**config.mk**
```make
export PLATFORM = sky130hd
export DESIGN_NAME = mem_arbiter_flat
export DESIGN_NICKNAME = d
export VERILOG_FILES = /design/src/rtl/mem_arbiter_if.sv /design/src/rtl/mem_arbiter.sv /design/src/flat_wrapper.sv
export SDC_FILE = /design/constraint.sdc
export NUM_CORES = 1
export LEC_CHECK = 0
export ABC_AREA = 1
export CORE_MARGIN = 2
export CORE_UTILIZATION = 38
export CTS_CLUSTER_SIZE = 40
export DETAILED_ROUTE_END_ITERATION = 7
export PLACE_DENSITY_LB_ADDON = 0.2
export SLEW_MARGIN = 20
export SYNTH_ARGS = -nofsm -noshare
export SYNTH_HDL_FRONTEND = slang
export SYNTH_SLANG_ARGS = --single-unit
```
**constraint.sdc**
```tcl
create_clock -name clk -period 2.8 [get_ports clk]
set_clock_uncertainty 0.1 [all_clocks]
set_input_delay 0.56 -clock clk [delete_from_list [all_inputs] [get_ports clk]]
set_output_delay 0.56 -clock clk [all_outputs]
set_load 0.01 [all_outputs]
```
**src/rtl/mem_arbiter_if.sv**
```systemverilog
// mem_arbiter_if
//   Bundles the CPU port, the DMA port and the memory-macro port that the
//   byte-memory arbiter sits between.
//   Parameters: AW address width, DW data width.
//   Modports:
//     slave  - the arbiter's view: request inputs and mem_rdata in;
//              acks, read data, mem_* strobes and owner out.
//     master - the surrounding system's view (CPU, DMA and memory macro).
interface mem_arbiter_if #(
  parameter int AW = 8,
  parameter int DW = 8
) ();
  logic          cpu_req;
  logic          cpu_we;
  logic          cpu_lock;
  logic [AW-1:0] cpu_addr;
  logic [DW-1:0] cpu_wdata;
  logic [DW-1:0] cpu_rdata;
  logic          cpu_ack;

  logic          dma_req;
  logic          dma_we;
  logic [AW-1:0] dma_addr;
  logic [DW-1:0] dma_wdata;
  logic [DW-1:0] dma_rdata;
  logic          dma_ack;

  logic          mem_en;
  logic          mem_we;
  logic [AW-1:0] mem_addr;
  logic [DW-1:0] mem_wdata;
  logic [DW-1:0] mem_rdata;

  logic          owner;

  modport slave (
    input  cpu_req, cpu_we, cpu_lock, cpu_addr, cpu_wdata,
    output cpu_rdata, cpu_ack,
    input  dma_req, dma_we, dma_addr, dma_wdata,
    output dma_rdata, dma_ack,
    output mem_en, mem_we, mem_addr, mem_wdata,
    input  mem_rdata,
    output owner
  );

  modport master (
    output cpu_req, cpu_we, cpu_lock, cpu_addr, cpu_wdata,
    input  cpu_rdata, cpu_ack,
    output dma_req, dma_we, dma_addr, dma_wdata,
    input  dma_rdata, dma_ack,
    input  mem_en, mem_we, mem_addr, mem_wdata,
    output mem_rdata,
    input  owner
  );
endinterface

```
**src/rtl/mem_arbiter.sv**
```systemverilog
// mem_arbiter
//   Shares one byte-wide synchronous memory between the CPU and a DMA/loader
//   port. Every access is a single byte moved by a four-state sequencer
//   IDLE -> ACC -> RESP -> DONE. A CPU lock keeps ownership across the bytes
//   of an instruction fetch so DMA cannot interleave.
//   Ports:
//     clk    - clock
//     reset  - synchronous, active-high
//     bus    - mem_arbiter_if.slave: CPU port, DMA port, memory port, owner
//   Build option:
//     ARB_ROUND_ROBIN_EN - when defined, contention (with no lock held) goes
//                          to the port that was not served last; otherwise
//                          the CPU always wins contention.
module mem_arbiter #(
  parameter int AW = 8,
  parameter int DW = 8
) (
  input  logic         clk,
  input  logic         reset,
  mem_arbiter_if.slave bus
);

  typedef enum logic [1:0] {IDLE, ACC, RESP, DONE} state_e;

  state_e        state_q, state_d;
  logic          owner_q, owner_d;
  logic          lock_q, lock_d;
  logic          last_owner_q, last_owner_d;
  logic [DW-1:0] cpu_rdata_q, cpu_rdata_d;
  logic [DW-1:0] dma_rdata_q, dma_rdata_d;
  logic          we_q, we_d;
  logic          contend_dma;
  logic          sel_we;
  logic [AW-1:0] sel_addr;
  logic [DW-1:0] sel_wdata;

  // Winner when both ports request and no lock is held.
`ifdef ARB_ROUND_ROBIN_EN
  assign contend_dma = ~last_owner_q;
`else
  assign contend_dma = 1'b0;
`endif

  // Owner's port fields, steered onto the memory bus during ACC.
  assign sel_we    = owner_q ? bus.dma_we    : bus.cpu_we;
  assign sel_addr  = owner_q ? bus.dma_addr  : bus.cpu_addr;
  assign sel_wdata = owner_q ? bus.dma_wdata : bus.cpu_wdata;

  always_comb begin
    state_d      = state_q;
    owner_d      = owner_q;
    lock_d       = lock_q;
    last_owner_d = last_owner_q;
    cpu_rdata_d  = cpu_rdata_q;
    dma_rdata_d  = dma_rdata_q;
    we_d         = we_q;

    bus.mem_en    = 1'b0;
    bus.mem_we    = 1'b0;
    bus.mem_addr  = '0;
    bus.mem_wdata = '0;
    bus.cpu_ack   = 1'b0;
    bus.dma_ack   = 1'b0;

    unique case (state_q)
      IDLE: begin
        if (!bus.cpu_lock) lock_d = 1'b0;
        // A held lock reserves the memory for the CPU even if DMA is asking.
        if (lock_q) begin
          if (bus.cpu_req) begin
            owner_d = 1'b0;
            state_d = ACC;
          end
        end else if (bus.cpu_req && bus.dma_req) begin
          owner_d = contend_dma;
          state_d = ACC;
        end else if (bus.cpu_req) begin
          owner_d = 1'b0;
          state_d = ACC;
        end else if (bus.dma_req) begin
          owner_d = 1'b1;
          state_d = ACC;
        end
      end
      ACC: begin
        // Reset kills the strobe in the same cycle so no write lands.
        if (!reset) begin
          bus.mem_en    = 1'b1;
          bus.mem_we    = sel_we;
          bus.mem_addr  = sel_addr;
          bus.mem_wdata = sel_wdata;
        end
        // Remember the direction; the requester may change its inputs later.
        we_d    = sel_we;
        state_d = RESP;
      end
      RESP: begin
        if (!we_q) begin
          if (owner_q) dma_rdata_d = bus.mem_rdata;
          else         cpu_rdata_d = bus.mem_rdata;
        end
        state_d = DONE;
      end
      DONE: begin
        if (!reset) begin
          bus.cpu_ack = ~owner_q;
          bus.dma_ack = owner_q;
        end
        last_owner_d = owner_q;
        if (!owner_q && bus.cpu_lock) lock_d = 1'b1;
        state_d = IDLE;
      end
      default: state_d = IDLE;
    endcase
  end

  always_ff @(posedge clk) begin
    if (reset) begin
      state_q      <= IDLE;
      owner_q      <= 1'b0;
      lock_q       <= 1'b0;
      last_owner_q <= 1'b1;
      cpu_rdata_q  <= '0;
      dma_rdata_q  <= '0;
    end else begin
      state_q      <= state_d;
      owner_q      <= owner_d;
      lock_q       <= lock_d;
      last_owner_q <= last_owner_d;
      cpu_rdata_q  <= cpu_rdata_d;
      dma_rdata_q  <= dma_rdata_d;
    end
  end

  always_ff @(posedge clk) begin
    we_q <= we_d;
  end

  assign bus.cpu_rdata = cpu_rdata_q;
  assign bus.dma_rdata = dma_rdata_q;
  assign bus.owner     = owner_q;

endmodule

```
**src/flat_wrapper.sv**
```systemverilog
// flat-port wrapper written by rule: the top's interface ports become plain ports
module mem_arbiter_flat 
#(
  parameter int AW = 8,
  parameter int DW = 8
)
  (clk, reset, bus_cpu_req, bus_cpu_we, bus_cpu_lock, bus_cpu_addr, bus_cpu_wdata, bus_cpu_rdata, bus_cpu_ack, bus_dma_req, bus_dma_we, bus_dma_addr, bus_dma_wdata, bus_dma_rdata, bus_dma_ack, bus_mem_en, bus_mem_we, bus_mem_addr, bus_mem_wdata, bus_mem_rdata, bus_owner);
  mem_arbiter_if #(.AW(AW), .DW(DW)) bus_i ();
  input  logic clk;
  input  logic reset;
  input wire logic [$bits(bus_i.cpu_req)-1:0] bus_cpu_req;
  input wire logic [$bits(bus_i.cpu_we)-1:0] bus_cpu_we;
  input wire logic [$bits(bus_i.cpu_lock)-1:0] bus_cpu_lock;
  input wire logic [$bits(bus_i.cpu_addr)-1:0] bus_cpu_addr;
  input wire logic [$bits(bus_i.cpu_wdata)-1:0] bus_cpu_wdata;
  output wire logic [$bits(bus_i.cpu_rdata)-1:0] bus_cpu_rdata;
  output wire logic [$bits(bus_i.cpu_ack)-1:0] bus_cpu_ack;
  input wire logic [$bits(bus_i.dma_req)-1:0] bus_dma_req;
  input wire logic [$bits(bus_i.dma_we)-1:0] bus_dma_we;
  input wire logic [$bits(bus_i.dma_addr)-1:0] bus_dma_addr;
  input wire logic [$bits(bus_i.dma_wdata)-1:0] bus_dma_wdata;
  output wire logic [$bits(bus_i.dma_rdata)-1:0] bus_dma_rdata;
  output wire logic [$bits(bus_i.dma_ack)-1:0] bus_dma_ack;
  output wire logic [$bits(bus_i.mem_en)-1:0] bus_mem_en;
  output wire logic [$bits(bus_i.mem_we)-1:0] bus_mem_we;
  output wire logic [$bits(bus_i.mem_addr)-1:0] bus_mem_addr;
  output wire logic [$bits(bus_i.mem_wdata)-1:0] bus_mem_wdata;
  input wire logic [$bits(bus_i.mem_rdata)-1:0] bus_mem_rdata;
  output wire logic [$bits(bus_i.owner)-1:0] bus_owner;
  assign bus_i.cpu_req = bus_cpu_req;
  assign bus_i.cpu_we = bus_cpu_we;
  assign bus_i.cpu_lock = bus_cpu_lock;
  assign bus_i.cpu_addr = bus_cpu_addr;
  assign bus_i.cpu_wdata = bus_cpu_wdata;
  assign bus_cpu_rdata = bus_i.cpu_rdata;
  assign bus_cpu_ack = bus_i.cpu_ack;
  assign bus_i.dma_req = bus_dma_req;
  assign bus_i.dma_we = bus_dma_we;
  assign bus_i.dma_addr = bus_dma_addr;
  assign bus_i.dma_wdata = bus_dma_wdata;
  assign bus_dma_rdata = bus_i.dma_rdata;
  assign bus_dma_ack = bus_i.dma_ack;
  assign bus_mem_en = bus_i.mem_en;
  assign bus_mem_we = bus_i.mem_we;
  assign bus_mem_addr = bus_i.mem_addr;
  assign bus_mem_wdata = bus_i.mem_wdata;
  assign bus_i.mem_rdata = bus_mem_rdata;
  assign bus_owner = bus_i.owner;
  mem_arbiter #(.AW(AW), .DW(DW)) u_core (.clk(clk), .reset(reset), .bus(bus_i));
endmodule
```
==> flow_summary.ini, run 1 <==
[drt]
viasPerCell = 4.66
first_pass_iters = 4
drt_wl_total_um = 3570
wl_per_cell_um = 11.2
drt_iter0_drc = 63
num_vias = 1486
drcViolationCount = 0
antenna_left = 0

[clock_network]
cts_tree = yes
path_clk_slew_ns = 0.12
ctsHoldBuffers = 0
numCtsBuffers = 3
h-tree-depth = 1
clock_latency_ns = 0.31
cts_sinks = 21
clk_path_buf_depth = 2
cts-root-buf = clkbuf_4

[pwr]
p_leak_nw = 0.863
peakVddDrop_mv = 0.330
powerDensity_mw_per_mm2 = 535

[placed_design]
place_area_mm2 = 0.00215
portBuffers = 83
hpwl_um = 2920
gp_congestion = 0.744
dp.cells = 315

[critical_path]
critPathTopFamily = buffers and inverters
crit_slowest_cell = clkdlybuf4s50_1
path_buf_inv = 4
required_ns = 2.14
endpoint_kind = primary output
crit_type = reg2out
worst-endpoint-arrival_ns = 1.99
path_cells = inv_1 > ha_1 > clkinv_1 > buf_4 > nor3_1 > clkdlybuf4s50_1
cpPeakStageDelay_ns = 0.57
critPathLaunchType = flop
path_max_fanout = 18

[floorplanning]
die_w_um = 61.1
die_h_um = 61.1
ios = 84
initial_core_util = 0.402
die-area_mm2 = 0.00373
num_rows = 20
core_area_mm2 = 0.00308

[synthesis]
yosysTopAreaCellShare = 0.324
yosysWarnings = 0
ys_types = 20
synth_top_cell_by_area = dfxtp_1
syn-num-nets = 242
netlist_top_cells_area = dfxtp_1, nand2_1, a21oi_1
syn_inst = 190
synth.avg_cell_area_um2 = 6.51
ys_ff_latch = 21
yosysSeqAreaShare = 0.348
synthesis.area_mm2 = 0.00124

[cells_and_area]
areaGrowthSynthToFinish_pct = 75.1
n_antenna_cell = 0
utilization = 0.704
final_common_cell = clkdlybuf4s50_1
final_cells = 319
final_nets = 328
nFillCells = 282
final_area_mm2 = 0.00217
final_cell_mix = clkdlybuf4s50_1, nand2_1, a21oi_1, dfxtp_1, nor2_1
drive_gt1_frac = 0.0545

[grt]
grt_pass1_wl_um = 5610
grt_pass1_vias = 1288
grt_usage = 0.196
grt_antenna_before_repair = 0
grt_max_degree = 19
grt.overflow.total = 0

[sta]
layout_min_cycle_time_ns = 2.65
setup_viol = 0
grt_setup_unrepaired = false
fmax_mhz = 377
finalMaxSlewViolations = 0
final_hold_viol_count = 0
tightest_slew_ns = 0.492
slew_headroom = 0.672
hold_ws_ns = 0.370
tns_ns = 0
post-route-period-util = 0.947

[min_path]
hp-class = reg2reg

[run]
cap_violations = 0

[run_status]
status = finished clean
==> path summary, 6_finish.rpt <==
path	endpoint	slack, ns	cells past startpoint	start
worst max-delay path	bus_mem_we	0.15	6	u_core.state_q[1]
worst min-delay path	u_core.bus.dma_rdata[5]	0.37	2	u_core.bus.dma_rdata[5]
worst max register to register	u_core.bus.dma_rdata[2]	1.07	5	u_core.state_q[0]
worst min register to register	u_core.bus.dma_rdata[5]	0.37	2	u_core.bus.dma_rdata[5]
==> cells by family after synthesis <==
kind of cell | after synthesis | share of synthesized area
AO/OA/AOI/OAI | 36 | 0.146
AND/OR/NAND/NOR | 102 | 0.365
adder cells (fa/ha/maj) | 5 | 0.0506
flip-flops | 21 | 0.348
buffers and inverters | 26 | 0.0910
==> state kept, by name (all words and copies together) (netlist names) <==
register / cells
u_core.lock_q: 1
u_core.bus.owner: 1
u_core.bus.dma_rdata: 8
u_core.bus.cpu_rdata: 8
u_core.we_q: 1
u_core.state_q: 2
==> per-layer routing <==
layer	vias up	track usage	routed length, um
li1	786	-	-
met1	645	0.261	1540
met2	52	0.324	1780
met3	3	0.0441	210
met4	0	0.0466	36
met5	-	0	0
==> final cells by class <==
class                      count  area (um2)  area share
timing repair buffer          92         903       0.417
multi-input combinational    143         694       0.320
clock inverter                 1        5.00     0.00231
clock buffer                   3        22.5      0.0104
sequential                    21         430       0.199
inverter                      15        56.3      0.0260
tap                           44        55.1      0.0254
==> worst min-delay path, delay by kind of cell (launching register included) <==
kind | cells | cell delay (ns)
AND/OR/NAND/NOR | 1 | 0.06
flip-flops | 1 | 0.32
AO/OA/AOI/OAI | 1 | 0.05
==> report_power, final <==
group | switching [W] | total, W | internal (W) | leakage, nW
clock network | 0.0000924 | 0.000146 | 0.0000535 | 0.0177
registers | 0.0000296 | 0.000379 | 0.000350 | 0.172
logic | 0.000333 | 0.000635 | 0.000302 | 0.674
total | 0.000455 | 0.00116 | 0.000705 | 0.863
==> metrics by stage <==
| step | total power (W) | setup slack (ns) |
|---|---|---|
| finish | 0.00116 | 0.149 |
| global route | 0.00126 | 0.0340 |
| CTS | 0.00117 | 0.130 |
| detailed placement | 0.00103 | -0.0592 |
| global placement | 0.00102 | -0.0341 |
| floorplan | 0.000735 | 0.761 |
==> Yosys cell counts <==
master    number
nand2_1       63
a21oi_1       35
dfxtp_1       20
nor2_1        14
inv_1         13
nand3b_1       8
nand4_1        8
ha_1           5
clkbuf_1       4
nand3_1        4
buf_4          3
nor3_1         3
buf_2          2
clkinv_1       2
buf_1          1
clkbuf_2       1
edfxtp_1       1
nor2_2         1
nor2_4         1
o21ai_0        1
==> repair_timing <==
item	in CTS	in global routing
setup buffers	0	0
resized for setup	6	0
endpoints found under the setup margin	12	0
No activity file was read; power rests on OpenSTA's default activity.
==> inputs of run 2 (changes only) <==
CTS_CLUSTER_DIAMETER = 30   (was unset)
==> results of run 2 <==
The final DEF is identical to that of run 1; final timing and power are the same.
==> inputs of run 3 (changes only) <==
CELL_PAD_IN_SITES_DETAIL_PLACEMENT = 1   (was unset)
CELL_PAD_IN_SITES_GLOBAL_PLACEMENT = 2   (was unset)
CORE_UTILIZATION = 18   (was 38)
CTS_CLUSTER_SIZE = 10   (was 40)
==> run 3 against run 2 <==
Clock power increased by 43%. Final cell count increased by 12%. Count of clock-buffer cells in the layout did not move. Wire length is 29% higher. Sequential power hardly changed. Largest power group unchanged. Die area increased by 100%. Critical path type is now in2out. Core utilization fell by 37 points. Power rose by 8.7%.
==> flow_summary.ini, run 3 (synthesis gave the netlist of run 1 again) <==
[run_status]
status = finished clean

[drt]
wl_per_cell_um = 12.9
drt_iter0_drc = 23
num_vias = 1519
antenna_left = 0
drt_wl_total_um = 4600
drcViolationCount = 0
viasPerCell = 4.25
first_pass_iters = 4

[min_path]
min-delay-start = u_core.bus.dma_rdata[0]
hp-class = reg2reg
hold_depth = 2
whs_endpoint = u_core.bus.dma_rdata[0]

[floorplanning]
ios = 84
core_area_mm2 = 0.00672
die_h_um = 86.9
die-area_mm2 = 0.00755
num_rows = 30
initial_core_util = 0.184
die_w_um = 86.9

[cells_and_area]
final_cell_mix = clkdlybuf4s50_1, nand2_1, a21oi_1, dfxtp_1, nor2_1
areaGrowthSynthToFinish_pct = 82.4
final_area_mm2 = 0.00226
nFillCells = 815
final_common_cell = clkdlybuf4s50_1
n_antenna_cell = 0
final_nets = 330
drive_gt1_frac = 0.0650

[grt]
grt_max_degree = 17
grt_antenna_before_repair = 0
grt_usage = 0.119
grt_pass1_vias = 1487
grt.overflow.total = 0
grt_pass1_wl_um = 7200

[clock_network]
cts_sinks = 21
ctsHoldBuffers = 0
cts_tree = yes
clock_latency_ns = 0.26
numCtsBuffers = 3
cts-root-buf = clkbuf_8
h-tree-depth = 1
path_clk_slew_ns = 0.08
cts_setup_buffers = 0
clk_path_buf_depth = 2

[critical_path]
crit_type = in2out
rrSetupSlack_ns = 1.07
path_cells = clkdlybuf4s50_1 > inv_1 > nand2_1 > o21ai_0 > nor3_1 > clkdlybuf4s50_1
critPathLaunchType = input port
cpPeakStageDelay_ns = 0.58
required_ns = 2.14
crit_top_cell = clkdlybuf4s50_1
reg2reg_to = u_core.bus.dma_rdata[7]
path_max_fanout = 2
worst-endpoint-arrival_ns = 1.97
crit_slowest_cell = clkdlybuf4s50_1
reg2regPathDepth = 5
reg2reg_from = u_core.state_q[0]
endpoint_kind = primary output

[sta]
finalMaxSlewViolations = 0
post-route-period-util = 0.939
grt_setup_unrepaired = false
final_hold_viol_count = 0
setup_viol = 0
layout_min_cycle_time_ns = 2.63
fmax_mhz = 381
fin_ws_ns = 0.172
slew_headroom = 0.669
tightest_slew_ns = 0.496

[pwr]
peakVddDrop_mv = 0.169
p_leak_nw = 0.855
powerDensity_mw_per_mm2 = 559

[placed_design]
place_ws_ns = -0.0513
portBuffers = 83
hpwl_um = 3740
place_area_mm2 = 0.00221
gp_congestion = 0.675

[run]
cap_violations = 0
[run 3: changes by cell type in the layout (fill, tap and decap cells not counted)]
cell / previous run / this run
clkinv_1: 2 / 1
clkbuf_4: 3 / 0
inv_4: 0 / 1
clkdlybuf4s50_1: 77 / 82
clkinvlp_4: 0 / 1
clkinv_2: 1 / 0
buf_4: 8 / 10
clkbuf_8: 0 / 3
dlygate4sd2_1: 6 / 1
[run 3: what timing repair did]
item | in CTS | in global routing
setup endpoints to repair | 17 | 2
gates cloned | 0 | 0
resized for setup | 2 | 1
endpoints found under the hold margin | 0 | 0
[run 3: cell type report]
| type | count | area [um2] | area share |
|---|---|---|---|
| timing repair buffer | 94 | 925 | 0.410 |
| multi-input combinational | 143 | 694 | 0.308 |
| sequential | 21 | 430 | 0.191 |
| tap | 80 | 100 | 0.0443 |
| inverter | 15 | 58.8 | 0.0261 |
| clock buffer | 3 | 41.3 | 0.0183 |
| clock inverter | 1 | 7.51 | 0.00333 |
[run 3: metal layers]
metal	global-route usage	routed length [um]	up-vias
met5	0	0	-
met3	0.0275	299	2
li1	-	-	787
met2	0.192	2090	47
met4	0.0256	19	0
met1	0.163	2190	683
[run 3: critical path, delay by kind of cell]
| kind | cells | cell delay, ns |
|---|---|---|
| AO/OA/AOI/OAI | 1 | 0.13 |
| buffers and inverters | 3 | 1.07 |
| AND/OR/NAND/NOR | 2 | 0.20 |
[run 3: report_power, final]
group | internal, W | switching, W | leakage [nW]
clock network | 0.000101 | 0.000108 | 0.0217
logic | 0.000316 | 0.000354 | 0.662
registers | 0.000350 | 0.0000318 | 0.172
[run 3: stage by stage]
stage | setup TNS (ns) | util | hold WS (ns) | instances | power (W)
final | 0 | 0.336 | 0.366 | 357 | 0.00126
after CTS | 0 | 0.336 | 0.369 | 357 | 0.00128
after floorplan | 0 | - | 0.386 | 190 | 0.000735
after global routing | 0 | 0.336 | 0.390 | 357 | 0.00137
after detailed placement | -0.483 | 0.328 | 0.356 | 353 | 0.00106
after global placement | -0.0323 | 0.328 | 0.353 | 353 | 0.00106
[run 3: how the worst max path moves through the flow]
stage	start	end	slack, ns	cells past startpoint
after floorplan	reset	bus_mem_addr[4]	0.76	5
after global placement	reset	bus_mem_wdata[0]	-0.01	6
after detailed placement	reset	bus_mem_wdata[4]	-0.05	6
after CTS	u_core.state_q[1]	bus_mem_addr[4]	0.07	6
after global routing	u_core.bus.owner	bus_mem_wdata[7]	0.01	6
final	bus_dma_we	bus_mem_we	0.17	6
